`src/rtl/alu_rsp_collector.sv`:
```
// alu_rsp_collector: collects ALU responses into a first-word-fall-through FIFO,
// hands out issue credits so a compliant upstream never overruns it, and keeps
// sticky overflow/carry flags, a sticky drop error and an accepted-response count.
module alu_rsp_collector #(
    parameter int WIDTH = 32,
    parameter int DEPTH = 4
) (
    input  logic                     clk,
    input  logic                     rst,
    input  logic                     issue,
    input  logic                     in_valid,
    input  logic [WIDTH-1:0]         in_result,
    input  logic                     in_zero,
    input  logic                     in_neg,
    input  logic                     in_ovf,
    input  logic                     in_carry,
    output logic                     credit_ok,
    output logic                     out_valid,
    input  logic                     out_ready,
    output logic [WIDTH-1:0]         out_result,
    output logic [3:0]               out_flags,
    output logic [$clog2(DEPTH):0]   count,
    output logic                     ovf_sticky,
    output logic                     carry_sticky,
    input  logic                     clr_sticky,
    output logic                     err_overflow,
    output logic [15:0]              rsp_cnt
);

    localparam int AW = $clog2(DEPTH);
    localparam int CW = AW + 1;
    localparam int EW = WIDTH + 4;

    // Entry layout: {carry, ovf, neg, zero, result}
    logic [EW-1:0] mem [DEPTH];

    logic [AW-1:0] wr_ptr_q, wr_ptr_d;
    logic [AW-1:0] rd_ptr_q, rd_ptr_d;
    logic [CW-1:0] count_q, count_d;
    logic [CW-1:0] inflight_q, inflight_d;
    logic          ovf_sticky_q, ovf_sticky_d;
    logic          carry_sticky_q, carry_sticky_d;
    logic          err_overflow_q, err_overflow_d;
    logic [15:0]   rsp_cnt_q, rsp_cnt_d;

    logic full;
    logic pop;
    logic push_acc;
    logic drop;

    assign full     = (count_q == CW'(DEPTH));
    assign pop      = out_valid && out_ready;
    // A full FIFO still accepts when the head leaves in the same cycle.
    assign push_acc = in_valid && (!full || pop);
    assign drop     = in_valid && full && !pop;

    assign out_valid    = (count_q != '0);
    assign out_result   = mem[rd_ptr_q][WIDTH-1:0];
    assign out_flags    = mem[rd_ptr_q][EW-1:WIDTH];
    assign count        = count_q;
    assign credit_ok    = ({1'b0, count_q} + {1'b0, inflight_q}) < (CW+1)'(DEPTH);
    assign ovf_sticky   = ovf_sticky_q;
    assign carry_sticky = carry_sticky_q;
    assign err_overflow = err_overflow_q;
    assign rsp_cnt      = rsp_cnt_q;

    // Next-state computation for pointers, occupancy, credits and status flags.
    always_comb begin
        // NOTE: every signal gets a default first so no path leaves it unassigned, which would infer a latch.
        wr_ptr_d       = wr_ptr_q;
        rd_ptr_d       = rd_ptr_q;
        count_d        = count_q;
        inflight_d     = inflight_q;
        ovf_sticky_d   = ovf_sticky_q;
        carry_sticky_d = carry_sticky_q;
        err_overflow_d = err_overflow_q;
        rsp_cnt_d      = rsp_cnt_q;

        // Power-of-two depth lets the pointers wrap by plain overflow.
        if (push_acc) wr_ptr_d = wr_ptr_q + 1'b1;
        if (pop)      rd_ptr_d = rd_ptr_q + 1'b1;

        if (push_acc && !pop)      count_d = count_q + 1'b1;
        else if (!push_acc && pop) count_d = count_q - 1'b1;

        // Saturating credit tracker; simultaneous issue and response cancel out.
        if (issue && !in_valid && inflight_q != CW'(DEPTH))
            inflight_d = inflight_q + 1'b1;
        else if (in_valid && !issue && inflight_q != '0)
            inflight_d = inflight_q - 1'b1;

        // Clear first so a same-cycle set overrides it.
        if (clr_sticky) begin
            ovf_sticky_d   = 1'b0;
            carry_sticky_d = 1'b0;
        end
        if (push_acc && in_ovf)   ovf_sticky_d   = 1'b1;
        if (push_acc && in_carry) carry_sticky_d = 1'b1;

        if (drop)     err_overflow_d = 1'b1;
        if (push_acc) rsp_cnt_d      = rsp_cnt_q + 16'd1;
    end

    // Control and status registers with asynchronous reset.
    always_ff @(posedge clk or posedge rst) begin
        if (rst) begin
            // NOTE: sequential state uses non-blocking assignments so all registers update together at the edge.
            wr_ptr_q       <= '0;
            rd_ptr_q       <= '0;
            count_q        <= '0;
            inflight_q     <= '0;
            ovf_sticky_q   <= 1'b0;
            carry_sticky_q <= 1'b0;
            err_overflow_q <= 1'b0;
            rsp_cnt_q      <= '0;
        end else begin
            wr_ptr_q       <= wr_ptr_d;
            rd_ptr_q       <= rd_ptr_d;
            count_q        <= count_d;
            inflight_q     <= inflight_d;
            ovf_sticky_q   <= ovf_sticky_d;
            carry_sticky_q <= carry_sticky_d;
            err_overflow_q <= err_overflow_d;
            rsp_cnt_q      <= rsp_cnt_d;
        end
    end

    // Entry storage written on accepted pushes.
    // NOTE: storage has no reset; out_valid is derived from count, so stale contents are never presented as valid.
    always_ff @(posedge clk) begin
        if (push_acc) mem[wr_ptr_q] <= {in_carry, in_ovf, in_neg, in_zero, in_result};
    end

endmodule

```
`config.mk`:
```
export PLATFORM = sky130hd
export DESIGN_NAME = alu_rsp_collector
export DESIGN_NICKNAME = d
export VERILOG_FILES = /design/src/rtl/alu_rsp_collector.sv
export SDC_FILE = /design/constraint.sdc
export NUM_CORES = 1
export LEC_CHECK = 0
export BUFFER_PORTS_ARGS = -buffer_cell sky130_fd_sc_hd__clkbuf_2
export CAP_MARGIN = 25
export CELL_PAD_IN_SITES_DETAIL_PLACEMENT = 1
export CELL_PAD_IN_SITES_GLOBAL_PLACEMENT = 1
export CORE_UTILIZATION = 48
export CTS_CLUSTER_SIZE = 28
export DETAILED_ROUTE_END_ITERATION = 12
export GPL_ROUTABILITY_DRIVEN = 0
export PLACE_DENSITY_LB_ADDON = 0.1
export SLEW_MARGIN = 20
export SYNTH_ARGS = -nofsm -noshare
export SYNTH_HDL_FRONTEND = slang
export SYNTH_SLANG_ARGS = --single-unit
```
`constraint.sdc`:
```
create_clock -name clk -period 2.5 [get_ports clk]
set_input_delay 0.5 -clock clk [delete_from_list [all_inputs] [get_ports clk]]
set_output_delay 0.5 -clock clk [all_outputs]
set_load 0.02 [all_outputs]
```
* After elaboration in Yosys (flattened, before gate mapping)
Memories as Yosys holds them, arrays and structs flattened. Cells that the tools add are included.
Cells by class: add/sub/neg operators 8, order comparisons 1, equality and inequality tests 2, mux-type cells 9, reductions and logical operators 24
Operators with widths (count):
- $add 16x1->16 const B | 1
- $logic_and 1x1->1 | 12
- $mux 3 | 4
- $reduce_bool 2->1 | 4
- $add 3x1->3 const B | 2
- $reduce_bool 3->1 | 2
- $sub 3x1->3 const B | 2
- $logic_not 1->1 | 5
- $mux 1 | 5
- $add 2x1->2 const B | 2
- $add 3x3->4 | 1
- $lt 4x3->1 const B | 1
- $eq 3x3->1 const B | 1
- $ne 3x3->1 const B | 1
- $logic_or 1x1->1 | 1
Storage, ports and cells: flip-flop bits (word level) 29, RAM bits 144, input port bits 42, output and inout bits 60, logic and storage cells 53, memories 1
Memory list:
- mem | words 4, width 36, rd ports 1, clocked after memory_dff 0, wr ports 1, line 35 | logic [EW-1:0] mem [DEPTH];

* Depth between registers and ports, before layout
Gate-level depths: netlist of run 1.
depth after elaboration 8, depth in mapped cells 8, gate-level depth less buffers 8

* Worst setup path after synthesis of run 1
No wires, ideal clock.
path kind flip-flop to flip-flop, start point reg count_q[0], in the netlist count[0], end point reg count_q[2], in the netlist count[2], library setup time 80 ps, arrival time 2169 ps, data required time 2420 ps, path slack 251 ps, stages on the path, launching flop included 9, path buffers 0, clock period less this slack 2249 ps, path through dfrtp_1 or3_1 nand2_1 ha_1 inv_1 fa_1 xor2_1 nor2_1 xor2_1
On the way: longest elaborated chain between the ends 7, elaborated cells on any way between the ends 15, classes of those cells 2 x add/sub; 1 x eq/ne; 2 x mux; 10 x reduce/logical
Ends and longest elaborated chain:
- start, declared | line 39 | logic [CW-1:0] count_q, count_d;
- start signal, assigned | line 119 | count_q <= count_d;
- $reduce_bool 3->1 (*) | line 57 | assign out_valid = (count_q != '0);
- via out_valid | line 18 | output logic out_valid,
- $logic_and 1x1->1 (*) | line 52 | assign pop = out_valid && out_ready;
- $logic_or 1x1->1 | line 54 | assign push_acc = in_valid && (!full || pop);
- $logic_and 1x1->1 | line 54
- $logic_not 1->1 | line 84 | else if (!push_acc && pop) count_d = count_q - 1'b1;
- $logic_and 1x1->1 | line 84
- $reduce_bool 2->1 (no source line)
The timed path passes the listed nets; every way through them passes the cells marked *. The select of a mux whose other input is x is not followed. A chain may end at the register's enable or synchronous reset.

* Worst setup path in the final report of run 1
start point reg rd_ptr_q[0], end point out out_flags[2]
On the way: longest elaborated chain between the ends 1
Ends and longest elaborated chain:
- start, declared | line 38 | logic [AW-1:0] rd_ptr_q, rd_ptr_d;
- start signal, assigned | line 118 | rd_ptr_q <= rd_ptr_d;
- $mem_v2 4x36
- end, declared | line 21 | output logic [3:0] out_flags,
Every way passes these cells.

==> results of run 1 <==
## metrics by stage
step / hold WS (ns) / power [mW]
after floorplan: 0.547 / 6.28
after global routing: 0.172 / 10.2
final: 0.127 / 9.68
after detailed placement: 0.446 / 7.45
after global placement: 0.444 / 7.34
after CTS: 0.135 / 9.82
## power groups by stage
stage	Sequential (mW)	Clock (mW)	Combinational (mW)
after floorplan	4.17	0	2.11
after global placement	4.13	0	3.22
after detailed placement	4.17	0	3.28
after CTS	4.12	2.40	3.29
after global routing	4.18	2.50	3.49
final	4.11	2.35	3.21
## flip-flops by register name (all words and copies together), names as in the netlist
signal / flops
rd_ptr_q: 2
wr_ptr_q: 2
count: 3
carry_sticky: 1
mem: 144
ovf_sticky: 1
rsp_cnt: 16
inflight_q: 3
err_overflow: 1
## area by class of cell
cell class	count	area [sq um]
fill	1233	5410
sequential	173	5050
multi-input combinational	132	1530
timing repair buffer	110	636
clock buffer	22	444
tap	176	220
clock inverter	9	72.6
inverter	10	37.5
## logic make-up after synthesis
logic type,after synthesis,share of synthesized area [%]
buffers and inverters,20,1.30
and+or+nand+nor,50,4.02
AOI/OAI and AO/OA,11,1.13
muxes,38,12.5
DFF,173,75.8
xor gates and xnor gates,23,3.14
adders and majority gates,10,2.10
## path summary, 6_finish.rpt
path | startpoint | to | cells after the start
worst min-delay path | rst | rsp_cnt[9] | 3
worst min register to register | err_overflow | err_overflow | 1
worst max-delay path | rd_ptr_q[0] | out_flags[2] | 3
max in group asynchronous | rst | rd_ptr_q[0] | 3
worst max register to register | count[0] | count[1] | 6
min in group clk | clr_sticky | ovf_sticky | 2
## layer usage
| layer | track usage, % | vias up | wire length [um] |
|---|---|---|---|
| met1 | 25.3 | 1736 | 5520 |
| li1 | - | 1531 | - |
| met3 | 5.09 | 17 | 527 |
| met5 | 0 | - | 0 |
| met4 | 7.50 | 0 | 192 |
| met2 | 33.3 | 89 | 6670 |
## cells in the final DEF, fill, tap and decap left out, types with 7 or more instances in the layout
cell       instances
inv_1             10
clkbuf_16         17
edfxtp_1         144
clkbuf_2         101
nand2_1           12
xor2_1            10
dfrtp_1           27
mux4_2            36
xnor2_1           12
nor2_1             7
ha_1               8
## worst max-delay path: stages (launching register included)
cell and delay [ns]:
dfrtp_2 0.38, buf_12 0.26, mux4_2 0.56, clkbuf_2 0.19
==> flow_summary.toml, run 1 <==
[die]
die_h_um = 120
boundaryPins = 102
die-area_sq_mm = 0.0144
start_util_pct = 49.7
design.core.area_sq_mm = 0.0134
die_w_um = 120
placementRows = 42

[detailed_routing]
wl_per_cell_um = 20.4
drt-total-wl_um = 12900
dr.pass1.iters = 4
vias = 3373
drt-initial-drc-count = 285
drc = 0
ant_nets = 0
vias_per_cell = 5.34

[yosys]
syn_area_sq_mm = 0.00666
synth-main-ff-cell = "edfxtp_1"
synth_area_leaders = "edfxtp_1 (65%), mux4_2 (12%), dfrtp_1 (11%), xnor2_1 (1.6%), ha_1 (1.5%)"
yosys.area.top_type_share_pct = 64.9
synth_commonest_cells = "edfxtp_1 (144), mux4_2 (36), dfrtp_1 (29)"
synthCells = 325
synth-async-reset-ratio_pct = 16.8
synth_area_per_cell_sq_um = 20.5
synth_seq_cells = 173
yosysSeqAreaShare_pct = 75.8
yosys_warnings = 0
syn-num-nets = 377
synth_area_leader_cell = "edfxtp_1"
yosysMostFrequentCell = "edfxtp_1"
synth_edf_count = 144
ys_types = 35

[layout]
final_cell_area_sq_mm = 0.00799
finish.utilization_pct = 59.6
area_growth_pct = 20.0
drive_above_1_share_pct = 39.9
diodes = 0
final_nets = 496
finalNonFillerCells = 632

[worst_setup_path]
worstPathMaxFanout = 32
cp.arrival_ns = 1.85
cp.required_ns = 2.00
critPathCaptureType = "primary output"
worstSetupStartpointType = "register"
rrSetupSlack_ns = 0.27
critPathKind = "register to primary output"

[run_status]
status = "finished, final reports clean"

[power_and_ir_drop]
p_leak_nw = 3.00
p_switching_mw = 3.20
p_comb_share_pct = 33.2
internal_power_mw = 6.47
p_sw_share_pct = 33.1
power_frac_clock_pct = 24.3
peakVddDrop_mv = 0.599
seq_power_share_pct = 42.5
powerDensity_mw_per_mm2 = 1210

[clocking]
clk_pin_slew_ns = 0.06
clk_latency_ns = 0.42
ctsHtreeMaxLevel = 4
cts_tree = "yes"
cts_buffers = 17
cts_hold_buffers = 0
root_buffer = "clkbuf_16"
clock_path_buffers = 2
cts_setup_buffers = 0
clkSinkCount = 173
ctsResizeCount = 0

[min_path]
hold_path_class = "input port to asynchronous set/reset pin"

[sta]
finalSetupViolCount = 0
fmax_ghz = 0.425
rsz0062_at_grt = "no"
hold_viol = 0
fin_ws_ns = 0.145
finalSetupTns_ns = 0
max_slew_margin_pct = 62.0
worst_slew_pin_slew_ns = 0.563
drv_slew = 0
fin_crit_sh_pct = 94.2
clock_skew_ns = 0.00312
fin_crit_ns = 2.35

[global_route]
grt_pass1_wl_um = 20600
grt_max_degree = 37
antenna_found_initial = 0
grt_pass1_vias = 3702
grtUsageTotal_pct = 20.0
grt-ovfl-total = 0

[job]
maxCapViolations = 0

[placement]
hpwlAfterDp_um = 8240
io_buffers = 101
pre_cts_ws_ns = 0.172
placed_cell_area_sq_mm = 0.00748
place_inst = 601
No activity file was read; power rests on OpenSTA's default activity.
==> inputs of run 2 (changes only) <==
--- a/config.mk
+++ b/config.mk
@@ -9,11 +9,12 @@
 export CAP_MARGIN = 25
 export CELL_PAD_IN_SITES_DETAIL_PLACEMENT = 1
 export CELL_PAD_IN_SITES_GLOBAL_PLACEMENT = 1
-export CORE_UTILIZATION = 48
+export CORE_UTILIZATION = 44
 export CTS_CLUSTER_SIZE = 28
 export DETAILED_ROUTE_END_ITERATION = 12
 export GPL_ROUTABILITY_DRIVEN = 0
 export PLACE_DENSITY_LB_ADDON = 0.1
+export RECOVER_POWER = 100
 export SLEW_MARGIN = 20
 export SYNTH_ARGS = -nofsm -noshare
 export SYNTH_HDL_FRONTEND = slang
==> run 2 against run 1 <==
Against the previous run:
- the flow now finishes with violations (DRC, capacitance limit, slew limit)
- critical path depth is the same
- utilization fell by 5.9 points
- fmax grew 1.2%
- sequential cell count unchanged
- via count is 1.5% higher
- hold slack better by 0.16 ns
- combinational power shrank 6%
- critical path type unchanged
- critical endpoint unchanged
==> flow_summary.toml, run 2 (synthesis results as in run 1) <==
[detailed_routing]
drt-total-wl_um = 12800
dr.pass1.iters = 8
drc = 14
ant_nets = 0
vias = 3423
vias_per_cell = 5.35
drt-initial-drc-count = 209
wl_per_cell_um = 20.0

[placement]
pre_cts_ws_ns = 0.294
place_inst = 610
hpwlAfterDp_um = 8010
placed_cell_area_sq_mm = 0.00751
io_buffers = 101

[layout]
drive_above_1_share_pct = 20.4
largest-register = "mem"
finalNonFillerCells = 640
finish.utilization_pct = 53.8
seq_area_sq_mm = 0.00505
multi_input_area_sq_mm = 0.00153
largest_reg_flops = 144
fillers = 1410
final_nets = 497
area_growth_pct = 18.2
final_cell_mix = "edfxtp_1 (144), clkbuf_1 (94), mux4_2 (36)"
final_cell_area_sq_mm = 0.00787
final_common_cell = "edfxtp_1"
diodes = 0

[sta]
rsz0062_at_grt = "no"
fin_crit_ns = 2.33
clock_skew_ns = 0.00604
finalSetupTns_ns = 0
finalSetupViolCount = 0
fin_ws_ns = 0.173
max_slew_margin_pct = -9.51
fmax_ghz = 0.430
drv_slew = 30
fin_hold_ws_ns = 0.285
worst_slew_pin_slew_ns = 1.64
hold_viol = 0
fin_crit_sh_pct = 93.1

[run_status]
violations = "DRC, capacitance limit, slew limit"
status = "complete, but fails checks"

[worst_setup_path]
path_cells = "buf_4, mux4_2, clkbuf_2"
cp_num_buf_inv = 2
worstSetupStartpointType = "register"
critPathKind = "register to primary output"
path_delay_family = "multiplexers"
crit_slowest_cell = "mux4_2"
critPathCaptureType = "primary output"
cpPeakStageDelay_ns = 0.56
worstPathMaxFanout = 13
cp.required_ns = 2.00
cp.arrival_ns = 1.83

[clocking]
clk_pin_slew_ns = 0.06
clk_latency_ns = 0.42
cts_tree = "yes"
clock_path_buffers = 2
cts_setup_buffers = 0
clkSinkCount = 173
root_buffer = "clkbuf_16"
ctsResizeCount = 0
cts_hold_buffers = 0
cts_buffers = 17
ctsHtreeMaxLevel = 4

[die]
die_h_um = 125
start_util_pct = 45.5
die_w_um = 125
design.core.area_sq_mm = 0.0146
boundaryPins = 102
placementRows = 44
die-area_sq_mm = 0.0156

[power_and_ir_drop]
p_total_mw = 9.60
powerDensity_mw_per_mm2 = 1220
p_leak_nw = 2.74
peakVddDrop_mv = 0.607

[min_path]
hold_path_class = "input port to register"

[global_route]
grt-ovfl-total = 0
grt_pass1_vias = 3775
grt_max_degree = 37
antenna_found_initial = 0
grtUsageTotal_pct = 17.9
grt_pass1_wl_um = 20700

[job]
maxCapViolations = 1
[run 2: cell count changes in the layout (fill, tap and decap cells not counted), moves of 2 or more]
cell        before  now
clkbuf_2       101   13
clkinvlp_4       2    0
buf_12           5    2
clkbuf_4         0    4
buf_4            4    2
clkbuf_1         5   94
[run 2: final cells by class]
class,instances,area share (%)
timing repair buffer,111,6.20
clock inverter,9,1.24
clock buffer,21,5.59
tap,184,2.92
inverter,10,0.477
multi-input combinational,132,19.4
sequential,173,64.2
[run 2: worst reg2reg max path, delay by kind of cell, from the launching register on]
family	cells	cell delay, ns
flops	1	0.46
simple gates	2	1.00
buf+inv	1	0.40
[run 2: path summary, 6_finish.rpt]
| kind | from | endpoint | slack [ns] | cells past startpoint |
|---|---|---|---|---|
| worst max-delay path | rd_ptr_q[0] | out_flags[2] | 0.17 | 3 |
| worst min-delay path | clr_sticky | carry_sticky | 0.29 | 2 |
| worst max register to register | count[0] | mem[3][24] | 0.28 | 3 |
| worst min register to register | err_overflow | err_overflow | 0.46 | 1 |
| max in group asynchronous | rst | rd_ptr_q[1] | 0.78 | 3 |
| min in group asynchronous | rst | rsp_cnt[10] | 0.64 | 3 |
[run 2: report_power, final]
group	internal [mW]	switching (mW)
clock network	1.45	1.00
registers	3.79	0.328
logic	1.19	1.84
[run 2: metal layers]
layer	track usage (%)	wire length, um
met1	22.8	5590
met4	6.96	151
met3	4.71	529
met5	0	0
met2	29.5	6530
==> inputs of run 3 (changes only) <==
--- a/config.mk
+++ b/config.mk
@@ -8,8 +8,8 @@
 export BUFFER_PORTS_ARGS = -buffer_cell sky130_fd_sc_hd__clkbuf_2
 export CAP_MARGIN = 25
 export CELL_PAD_IN_SITES_DETAIL_PLACEMENT = 1
-export CELL_PAD_IN_SITES_GLOBAL_PLACEMENT = 1
-export CORE_UTILIZATION = 44
+export CELL_PAD_IN_SITES_GLOBAL_PLACEMENT = 2
+export CORE_UTILIZATION = 30
 export CTS_CLUSTER_SIZE = 28
 export DETAILED_ROUTE_END_ITERATION = 12
 export GPL_ROUTABILITY_DRIVEN = 0
==> constraint.sdc (replaced) <==
create_clock -name clk -period 2 [get_ports clk]
set_input_delay 0.4 -clock clk [delete_from_list [all_inputs] [get_ports clk]]
set_output_delay 0.4 -clock clk [all_outputs]
set_load 0.02 [all_outputs]
==> run 3 against run 2 <==
Against the previous run:
- sequential share of layout area shrank 5.8 points
- total power grew 42%
- hold slack lost 0.11 ns
- critical endpoint is now out_result[13]
- largest cell class unchanged
- routed wire length grew 10%
- the run ends with capacitance limit, slew limit, setup timing left
- via count grew 0.29%
- global-route usage shrank 4.7 points
==> flow_summary.toml, run 3 (synthesis results as in run 1) <==
[run_status]
status = "complete, but fails checks"
violations = "capacitance limit, slew limit, setup timing"

[clocking]
clk_latency_ns = 0.43
ctsHtreeMaxLevel = 4
clkSinkCount = 173
clk_pin_slew_ns = 0.06
cts_buffers = 17
cts_tree = "yes"
clock_path_buffers = 2
root_buffer = "clkbuf_16"

[power_and_ir_drop]
p_leak_nw = 3.08
powerDensity_mw_per_mm2 = 1580
peakVddDrop_mv = 0.611

[layout]
finish.utilization_pct = 39.7
largest_reg_flops = 144
diodes = 0
area_growth_pct = 30.1
final_common_cell = "edfxtp_1"
fillers = 2178
final_cell_mix = "edfxtp_1 (144), clkbuf_1 (60), buf_6 (38)"
final_nets = 520
final_cell_area_sq_mm = 0.00866
largest-register = "mem"
drive_above_1_share_pct = 32.6

[detailed_routing]
ant_nets = 0
dr.pass1.iters = 4
drt-initial-drc-count = 103
wl_per_cell_um = 18.5
drt-total-wl_um = 14100
vias = 3433
vias_per_cell = 4.51
drc = 0

[die]
boundaryPins = 102
die_w_um = 151
design.core.area_sq_mm = 0.0218
die-area_sq_mm = 0.0228
placementRows = 54
start_util_pct = 30.5
die_h_um = 151

[sta]
max_slew_margin_pct = -9.59
hold_viol = 0
fin_crit_sh_pct = 110
rsz0062_at_grt = "yes"
worst_slew_pin_slew_ns = 1.64
clock_skew_ns = 0.00987
fin_ws_ns = -0.202
finalSetupViolCount = 39
drv_slew = 30
fmax_ghz = 0.454
fin_crit_ns = 2.20

[global_route]
grt_pass1_vias = 3897
antenna_found_initial = 1
grt_max_degree = 31
grt_pass1_wl_um = 21600
grt-ovfl-total = 0
grtUsageTotal_pct = 13.2

[placement]
io_buffers = 101
placed_cell_area_sq_mm = 0.00781
hpwlAfterDp_um = 9120
pre_cts_ws_ns = -0.0157

[worst_setup_path]
crit_slowest_cell = "mux4_2"
path_cells = "buf_12, clkbuf_16, mux4_2, buf_6"
cpPeakStageDelay_ns = 0.53
cp.required_ns = 1.60
cp.arrival_ns = 1.80
path_delay_family = "multiplexers"
worstSetupStartpointType = "register"
critPathLaunch = "rd_ptr_q[0]"
r2r-start = "count[1]"
cp_num_buf_inv = 3
critPathKind = "register to primary output"
worstPathMaxFanout = 7
critPathCaptureType = "primary output"

[min_path]
hold_path_class = "input port to register"
worstHoldStart = "clr_sticky"

[job]
maxCapViolations = 1
run 3: cell type report:
type	count	area (sq um)	share of cell area, %
Clock buffer	17	425	4.91
Clock inverter	15	163	1.88
Inverter	10	37.5	0.433
Multi-Input combinational cell	132	1580	18.2
Sequential cell	173	5060	58.4
Tap cell	280	350	4.04
Timing Repair Buffer	134	1050	12.2
run 3: final timing paths:
kind / cells after the start / slack (ns) / endpoint
setup / recovery: 4 / -0.20 / out_result[13]
hold / removal: 2 / 0.17 / ovf_sticky
setup reg to reg: 9 / -0.09 / count[2]
hold reg to reg: 1 / 0.50 / rsp_cnt[5]
max in group asynchronous: 3 / 0.40 / rd_ptr_q[0]
min in group asynchronous: 3 / 0.50 / rsp_cnt[10]
run 3: where the power goes:
| part | switching [mW] | leakage, nW | internal [mW] |
|---|---|---|---|
| clock | 1.43 | 0.282 | 1.86 |
| sequential | 0.337 | 1.66 | 4.73 |
| combinational | 2.66 | 1.13 | 2.63 |
run 3: stage by stage:
step | total power [mW] | hold WS (ns) | setup TNS (ns) | instances
2_1_floorplan | 7.87 | 0.478 | -0.120 | 325
3_3_place_gp | 9.61 | 0.485 | 0 | 721
3_5_place_dp | 9.65 | 0.486 | -0.0157 | 721
4_1_cts | 13.2 | 0.0186 | -8.15 | 756
5_1_grt | 14.4 | 0.172 | -8.96 | 761
6_report | 13.7 | 0.171 | -6.00 | 761
run 3: layer usage:
layer,vias to the layer above,part of all wire (%),track usage [%]
li1,1575,-,-
met1,1760,44,16.5
met2,75,50,21.6
met3,21,3.8,3.55
met4,2,1.6,5.85
met5,-,0.071,0
run 3: what timing repair did:
action,CTS,global route
gates cloned,0,3
buffers inserted,3,3
hold endpoints to repair,0,0
gates resized for setup,14,114
hold buffers,0,0
pin swaps,6,6
setup endpoints to repair,38,71
